$ cat src/rtl/mem_stage_ctrl_pkg.sv
// mem_stage_ctrl_pkg: shared types, widths and helpers for the MEM pipeline stage
package mem_stage_ctrl_pkg;
    localparam int XLEN = 64;
    localparam int ADDR_W = 64;
    localparam int OFF_W = $clog2(XLEN / 8);
    typedef enum logic [2:0] {MSIZE1 = 3'd0, MSIZE2 = 3'd1, MSIZE4 = 3'd2, MSIZE8 = 3'd3} msize_t;
    typedef struct packed {
        logic mem_rd;
        logic mem_wr;
        msize_t msize;
        logic munsigned;
    } ctl_t;
    typedef struct packed {
        logic [ADDR_W-1:0] pc;
        logic [31:0] raw_instr;
        ctl_t ctl;
        logic [4:0] dst;
        logic [XLEN-1:0] alu_out;
        logic [XLEN-1:0] wdata;
    } execute_data_t;
    typedef struct packed {
        logic [ADDR_W-1:0] pc;
        logic [31:0] raw_instr;
        ctl_t ctl;
        logic [4:0] dst;
        logic [XLEN-1:0] alu_out;
        logic [XLEN-1:0] mem_rdata;
        logic misalign;
    } memory_data_t;
    function automatic logic misaligned(logic [OFF_W-1:0] off, msize_t s);
        return (off & OFF_W'((4'd1 << s) - 4'd1)) != '0;
    endfunction
    function automatic memory_data_t mk_mem(execute_data_t e, logic [XLEN-1:0] rdata, logic mis);
        return '{pc: e.pc, raw_instr: e.raw_instr, ctl: e.ctl, dst: e.dst, alu_out: e.alu_out,
                 mem_rdata: rdata, misalign: mis};
    endfunction
endpackage

$ cat src/rtl/mem_stage_ctrl_if.sv
// mem_stage_ctrl_if: EX/WB handshakes and data-bus signals of the MEM stage
interface mem_stage_ctrl_if;
    import mem_stage_ctrl_pkg::*;
    logic flush;
    logic in_valid;
    logic in_ready;
    execute_data_t dataE;
    logic out_valid;
    logic out_ready;
    memory_data_t dataM;
    logic dreq_valid;
    logic [ADDR_W-1:0] dreq_addr;
    msize_t dreq_size;
    logic [XLEN/8-1:0] dreq_strobe;
    logic [XLEN-1:0] dreq_data;
    logic dresp_addr_ok;
    logic dresp_data_ok;
    logic [XLEN-1:0] dresp_data;
    modport slave (
        input flush, in_valid, dataE, out_ready, dresp_addr_ok, dresp_data_ok, dresp_data,
        output in_ready, out_valid, dataM, dreq_valid, dreq_addr, dreq_size, dreq_strobe, dreq_data
    );
    modport master (
        output flush, in_valid, dataE, out_ready, dresp_addr_ok, dresp_data_ok, dresp_data,
        input in_ready, out_valid, dataM, dreq_valid, dreq_addr, dreq_size, dreq_strobe, dreq_data
    );
endinterface

$ cat src/rtl/mem_stage_ctrl_lane_align.sv
// mem_lane_align: store strobe/lane shift and load extract/extend for one bus word
module mem_lane_align
    import mem_stage_ctrl_pkg::*;
(
    input  logic [OFF_W-1:0] off,
    input  msize_t size,
    input  logic munsigned,
    input  logic [XLEN-1:0] wdata,
    input  logic [XLEN-1:0] rdata,
    output logic [XLEN/8-1:0] strobe,
    output logic [XLEN-1:0] sdata,
    output logic [XLEN-1:0] ldata
);
    logic [XLEN/8:0] mask;
    logic [XLEN-1:0] rep;
    logic [XLEN-1:0] sel;
    logic sx;
    assign mask = (9'd1 << (4'd1 << size)) - 9'd1;
    assign strobe = mask[XLEN/8-1:0] << off;
    assign rep = size == MSIZE1 ? {8{wdata[7:0]}}
               : size == MSIZE2 ? {4{wdata[15:0]}}
               : size == MSIZE4 ? {2{wdata[31:0]}} : wdata;
    assign sdata = rep << {off, 3'b000};
    assign sel = rdata >> {off, 3'b000};
    assign sx = ~munsigned;
    assign ldata = size == MSIZE1 ? {{56{sx & sel[7]}}, sel[7:0]}
                 : size == MSIZE2 ? {{48{sx & sel[15]}}, sel[15:0]}
                 : size == MSIZE4 ? {{32{sx & sel[31]}}, sel[31:0]} : sel;
endmodule

$ cat src/rtl/mem_stage_ctrl.sv
// mem_stage_ctrl: MEM stage with data-bus FSM, hold register and WB output register
module mem_stage_ctrl
    import mem_stage_ctrl_pkg::*;
#(
    parameter bit CHECK_ALN = 1'b1
) (
    input logic clk,
    input logic reset,
    mem_stage_ctrl_if.slave bus
);
    typedef enum logic [1:0] {IDLE, REQ, WAIT, DRAIN} state_t;
    state_t state;
    execute_data_t hold;
    memory_data_t data_m;
    logic out_valid;
    logic accept, is_mem, mis, go_req, req, done;
    logic [XLEN/8-1:0] strobe;
    logic [XLEN-1:0] sdata, ldata;
    mem_lane_align u_align (
        .off(hold.alu_out[OFF_W-1:0]),
        .size(hold.ctl.msize),
        .munsigned(hold.ctl.munsigned),
        .wdata(hold.wdata),
        .rdata(bus.dresp_data),
        .strobe(strobe),
        .sdata(sdata),
        .ldata(ldata)
    );
    assign bus.in_ready = reset && state == IDLE && (!out_valid || bus.out_ready);
    assign accept = bus.in_valid && bus.in_ready && !bus.flush;
    assign is_mem = bus.dataE.ctl.mem_rd || bus.dataE.ctl.mem_wr;
    assign mis = CHECK_ALN && is_mem && misaligned(bus.dataE.alu_out[OFF_W-1:0], bus.dataE.ctl.msize);
    assign go_req = accept && is_mem && !mis;
    assign req = state == REQ;
    // A flushed access still completes on the bus; only its result is dropped.
    assign done = bus.dresp_data_ok && !bus.flush && (state == WAIT || (req && bus.dresp_addr_ok));
    assign bus.out_valid = out_valid;
    assign bus.dataM = data_m;
    assign bus.dreq_valid = req;
    assign bus.dreq_addr = req ? hold.alu_out : '0;
    assign bus.dreq_size = req ? hold.ctl.msize : MSIZE1;
    assign bus.dreq_strobe = req && hold.ctl.mem_wr ? strobe : '0;
    assign bus.dreq_data = req && hold.ctl.mem_wr ? sdata : '0;
    always_ff @(posedge clk) begin
        if (!reset) begin
            state <= IDLE;
            out_valid <= 1'b0;
            data_m <= '0;
            hold <= '0;
        end else begin
            if (bus.out_ready || (state == IDLE && bus.flush)) out_valid <= 1'b0;
            if (accept && !go_req) begin
                data_m <= mk_mem(bus.dataE, '0, mis);
                out_valid <= 1'b1;
            end
            if (done) begin
                data_m <= mk_mem(hold, hold.ctl.mem_rd ? ldata : '0, 1'b0);
                out_valid <= 1'b1;
            end
            case (state)
                IDLE: if (go_req) begin
                    hold <= bus.dataE;
                    state <= REQ;
                end
                REQ: state <= bus.dresp_addr_ok ? (bus.dresp_data_ok ? IDLE : bus.flush ? DRAIN : WAIT)
                                                : bus.flush ? IDLE : REQ;
                WAIT: state <= bus.dresp_data_ok ? IDLE : bus.flush ? DRAIN : WAIT;
                DRAIN: state <= bus.dresp_data_ok ? IDLE : DRAIN;
            endcase
        end
    end
endmodule
$ cat src/flat_wrapper.sv
// flat-port wrapper written by rule: the top's interface ports become plain ports
module mem_stage_ctrl_flat import mem_stage_ctrl_pkg::*;
#(
    parameter bit CHECK_ALN = 1'b1
)
  (clk, reset, bus_flush, bus_in_valid, bus_dataE, bus_out_ready, bus_dresp_addr_ok, bus_dresp_data_ok, bus_dresp_data, bus_in_ready, bus_out_valid, bus_dataM, bus_dreq_valid, bus_dreq_addr, bus_dreq_size, bus_dreq_strobe, bus_dreq_data);
  mem_stage_ctrl_if bus_i ();
  input logic clk;
  input logic reset;
  input wire logic [$bits(bus_i.flush)-1:0] bus_flush;
  input wire logic [$bits(bus_i.in_valid)-1:0] bus_in_valid;
  input wire logic [$bits(bus_i.dataE)-1:0] bus_dataE;
  input wire logic [$bits(bus_i.out_ready)-1:0] bus_out_ready;
  input wire logic [$bits(bus_i.dresp_addr_ok)-1:0] bus_dresp_addr_ok;
  input wire logic [$bits(bus_i.dresp_data_ok)-1:0] bus_dresp_data_ok;
  input wire logic [$bits(bus_i.dresp_data)-1:0] bus_dresp_data;
  output wire logic [$bits(bus_i.in_ready)-1:0] bus_in_ready;
  output wire logic [$bits(bus_i.out_valid)-1:0] bus_out_valid;
  output wire logic [$bits(bus_i.dataM)-1:0] bus_dataM;
  output wire logic [$bits(bus_i.dreq_valid)-1:0] bus_dreq_valid;
  output wire logic [$bits(bus_i.dreq_addr)-1:0] bus_dreq_addr;
  output wire logic [$bits(bus_i.dreq_size)-1:0] bus_dreq_size;
  output wire logic [$bits(bus_i.dreq_strobe)-1:0] bus_dreq_strobe;
  output wire logic [$bits(bus_i.dreq_data)-1:0] bus_dreq_data;
  assign bus_i.flush = bus_flush;
  assign bus_i.in_valid = bus_in_valid;
  assign bus_i.dataE = bus_dataE;
  assign bus_i.out_ready = bus_out_ready;
  assign bus_i.dresp_addr_ok = bus_dresp_addr_ok;
  assign bus_i.dresp_data_ok = bus_dresp_data_ok;
  assign bus_i.dresp_data = bus_dresp_data;
  assign bus_in_ready = bus_i.in_ready;
  assign bus_out_valid = bus_i.out_valid;
  assign bus_dataM = bus_i.dataM;
  assign bus_dreq_valid = bus_i.dreq_valid;
  assign bus_dreq_addr = bus_i.dreq_addr;
  assign bus_dreq_size = bus_i.dreq_size;
  assign bus_dreq_strobe = bus_i.dreq_strobe;
  assign bus_dreq_data = bus_i.dreq_data;
  mem_stage_ctrl #(.CHECK_ALN(CHECK_ALN)) u_core (.clk(clk), .reset(reset), .bus(bus_i));
endmodule
$ cat config.mk
export PLATFORM = sky130hd
export DESIGN_NAME = mem_stage_ctrl_flat
export DESIGN_NICKNAME = d
export VERILOG_FILES = /design/src/rtl/mem_stage_ctrl_pkg.sv /design/src/rtl/mem_stage_ctrl_if.sv /design/src/rtl/mem_stage_ctrl_lane_align.sv /design/src/rtl/mem_stage_ctrl.sv /design/src/flat_wrapper.sv
export SDC_FILE = /design/constraint.sdc
export NUM_CORES = 1
export LEC_CHECK = 0
export CORE_AREA = 2 2 269 271
export CTS_BUF_LIST = sky130_fd_sc_hd__clkbuf_2 sky130_fd_sc_hd__clkbuf_4 sky130_fd_sc_hd__clkbuf_8
export DETAILED_ROUTE_END_ITERATION = 10
export DIE_AREA = 0 0 271 273
export PLACE_DENSITY = 0.6
export SKIP_CTS_REPAIR_TIMING = 1
export SYNTH_ARGS = -nofsm -noshare
export SYNTH_HDL_FRONTEND = slang
export SYNTH_SLANG_ARGS = --single-unit
$ cat constraint.sdc
create_clock -name clk -period 2.95 [get_ports clk]
set_input_delay 0.59 -clock clk [delete_from_list [all_inputs] [get_ports clk]]
set_output_delay 0.59 -clock clk [all_outputs]
set_load 0.01 [all_outputs]
==> out/results.env <==
ROUTED_WL_UM=106000
WORSTPATHREQUIRED_NS=2.36
SYNTH_EDF_COUNT=0
YOSYS.CELL_COUNT.TOP_TYPE='nand2_1'
OVERFLOW=0
VIA_COUNT_OF_THE_FIRST_GLOBAL_ROUTING_PASS=23800
MAXSLEWHEADROOM_PCT=52.2
HOLDCRITPATHCLASS='input port to flop'
PLACE.PORT_BUFFERS=683
DESIGN.CORE.AREA_UM2=71000
SYN-INSTANCE-COUNT=3042
CTS_TREE='yes'
REGTOREGENDPOINT='u_core.bus.dataM[14]'
GRT_START_MAX_NET_PINS=129
CRIT_TYPE='flop to output pin'
DRV_CAP=0
DETAILEDROUTE.FIRSTITERATIONVIOLATIONS=2354
DRCVIOLATIONCOUNT=0
SYNTH.TOP_CELL.AREA_SHARE_PCT=40.1
WORST_EP_ARRIVAL_TIME_NS=2.77
POWER_DENSITY_nW_PER_UM2=417
NETSWITCHINGFRACTION_PCT=26.0
WORSTSETUPENDPOINT='bus_dreq_data[55]'
CELLLEAKAGEPOWER_nW=13.0
LAYOUT-DRIVE-GT1-SHARE_PCT=19.5
CLK_TRANSITION_REPORTED_PATHS_NS=0.06
LAYOUT_SETUP_WS_NS=-0.412
FINAL-SEQ-AREA_UM2=9510
PLACE.GP.CONGESTION=1.01
CP-START-KIND='flop'
INSERTION_DELAY_NS=0.71
REPORT.FINAL.HOLD_VIOL_COUNT=0
NETLIST_TOP_CELLS_COUNT='852 x nand2_1, 474 x dfxtp_1, 257 x o21ai_0'
NUMCTSBUFFERS=86
SYNTH_FP_NETS=3349
GLOBAL_ROUTE_WIRE_LENGTH_BEFORE_REPAIR_UM=153000
POWER_FRAC_CLOCK_PCT=44.7
FINAL.PERIOD_UTILIZATION_PCT=114
SWITCHING_PWR_mW=3.96
SYNTH.TOP_CELLS.BY_AREA='dfxtp_1 40%, nand2_1 14%, a21boi_0 8.0%'
MIN_CLOCK_PERIOD_POST_ROUTE_NS=3.36
POWER.TOTAL_mW=15.2
NUMBER_OF_NETS_IN_THE_LAYOUT=4137
WIDTH_OF_THE_DIE_UM=271
ASYNC_RESET_FF_SHARE_PCT=0
TIMING.CLOCK.SKEW_NS=0.0593
YS.WARNINGS.COUNT=0
WORST-R2R-SETUP-SLACK_NS=0.21
HPWLAFTERDP_UM=75500
AREA_GROWTH_PCT=54.1
VDD_IR_DROP_MAX_uV=391
FINAL-MAX-SLEW-VIOLATION-COUNT=0
P_INT_mW=11.3
MULTI_INPUT_AREA_UM2=13900
SEQ_POWER_SHARE_PCT=43.5
PLACEMENT.CELL_AREA_UM2=33200
MAX_SLEW.WORST_PIN.SLEW_NS=0.716
DPL_WORST_SLACK_NS=-0.607
CTS_MAX_LEVEL=3
SYNTH_AREA_LEADER_CELL='dfxtp_1'
FMAXACHIEVABLE_MHz=297
ENDPOINT_KIND='output pin'
FIRSTDRTPASSITERS=8
CLOCK_TREE.ROOT_CELL='clkbuf_8'
SYNTH-SEQ-AREA-SHARE_PCT=40.1
DIE-HEIGHT_UM=273
SETUP_VIOLATIONS=58
BUFFER_DEPTH_OF_THE_LONGEST_CLOCK_PATH=3
FF2FF_PATH_DEPTH=8
YS_TYPES=68
INITIAL_UTILIZATION_PCT=33.3
FP.DIEAREA_UM2=74000
DRT-WIRELENGTH-PER-CELL_UM=21.9
ANTENNA_FOUND_INITIAL=19
RSZ0062_AT_GRT='yes'
WORSTPATHMAXFANOUT=12
POWER.COMBINATIONAL.FRACTION_PCT=11.8
DR_TOTAL_VIAS=25700
FINALINSTANCEAREA_UM2=36500
SYN_AREA_PER_CELL_UM2=7.77
FAILED_CHECKS='setup timing'
RR_STARTPOINT='u_core.hold[65]'
GRT_UTIL_ALL_LAYERS_PCT=26.8
YS_FF_LATCH=474
CTS_SINKS=474
OUTCOME='complete, but fails checks'
IOS=684
NUMPLACEDINSTANCES=4654
SYN-CELL-AREA_UM2=23600
STDCELL_COUNT=4855
VIAS_PER_CELL=5.30
NUM_ROWS=98
TIMING.CRITICAL_PATH.FROM='u_core.hold[136]'
ANTENNA_VIOL_NETS_FINAL=0
SYNTH-MAIN-FF-CELL='dfxtp_1'
NUM-FILL-CELLS=6820
logic make-up (layout without fill, tap and decap cells):
logic type | count (synthesis) | count (layout) | share of synthesized area (%)
xor+xnor | 2 | 2 | 0.0741
flops | 474 | 474 | 40.1
simple gates | 1147 | 1147 | 20.4
buf+inv | 313 | 1163 | 5.47
compound gates | 976 | 977 | 27.2
other cells | 0 | 12 | 0
fa+ha+maj | 1 | 1 | 0.0529
mux | 129 | 129 | 6.71
worst max-delay path: stages, from the launching register on:
cell and delay, ns:
dfxtp_4 0.39, buf_6 0.16, o31ai_4 0.24, buf_6 0.14
buf_4 0.13, nor2_1 0.06, nor4_1 0.33, a31oi_1 0.14
a211oi_1 0.24, buf_4 0.17, clkbuf_2 0.13
worst min path at each step:
stage | end | start | cells after the start | slack, ns
after detailed placement | u_core.bus.dataM[44] | u_core.bus.dataM[44] | 1 | 0.45
after global placement | u_core.hold[233] | u_core.hold[233] | 2 | 0.45
after floorplan | u_core.hold[48] | u_core.hold[48] | 2 | 0.44
after global routing | u_core.hold[126] | reset | 2 | 0.21
final | u_core.bus.dataM[121] | reset | 3 | 0.24
after CTS | u_core.bus.dataM[125] | reset | 3 | 0.18
area by class of cell:
cell class                      count  share of cell area (%)
Multi-Input combinational cell   2256                    38.0
Timing Repair Buffer              997                    27.3
Clock buffer                      129                    4.49
Clock inverter                     22                   0.614
Inverter                           15                   0.168
Sequential cell                   474                    26.1
Antenna cell                       12                  0.0824
Tap cell                          950                    3.26
through the flow:
stage	TNS (ns)	hold WS (ns)	utilization, %
6_report	-14.15	0.244	51.3
5_1_grt	-20.07	0.209	51.3
4_1_cts	-90.29	0.178	49.3
3_5_place_dp	-15.92	0.446	46.7
3_3_place_gp	-14.22	0.447	46.7
2_1_floorplan	0	0.439	-
per-layer routing:
layer / routed length [um] / GRT usage, % / up-vias
met1: 42800 / 32.8 / 12100
met3: 9100 / 7.25 / 265
met5: 80 / 0 / -
li1: - / - / 12200
met2: 49600 / 44.1 / 1093
met4: 4760 / 11.5 / 12
registers in the layout (all words and copies together) (netlist names):
register / count
u_core.bus.dataM: 236
u_core.hold: 235
u_core.state: 2
u_core.bus.out_valid: 1
layout by cell type, fill, tap and decap left out, types with 33 or more instances in the layout:
| cell type | instances |
|---|---|
| nand2_1 | 849 |
| clkdlybuf4s50_1 | 610 |
| dfxtp_1 | 468 |
| a21boi_0 | 253 |
| o21ai_0 | 237 |
| buf_4 | 220 |
| a31oi_1 | 179 |
| clkbuf_8 | 107 |
| and2_1 | 86 |
| nor2_1 | 64 |
| a21oi_1 | 58 |
| buf_12 | 53 |
| mux2i_1 | 47 |
| buf_6 | 36 |
| buf_2 | 33 |
power by group through the flow:
stage	clock network, mW	logic [mW]	registers (mW)
global placement	0	1.70	6.75
CTS	7.00	1.71	6.62
global route	7.26	1.93	6.63
finish	6.80	1.80	6.62
detailed placement	0	1.70	6.75
floorplan	0	0.635	6.77
Power figures use the tool's default switching activity.
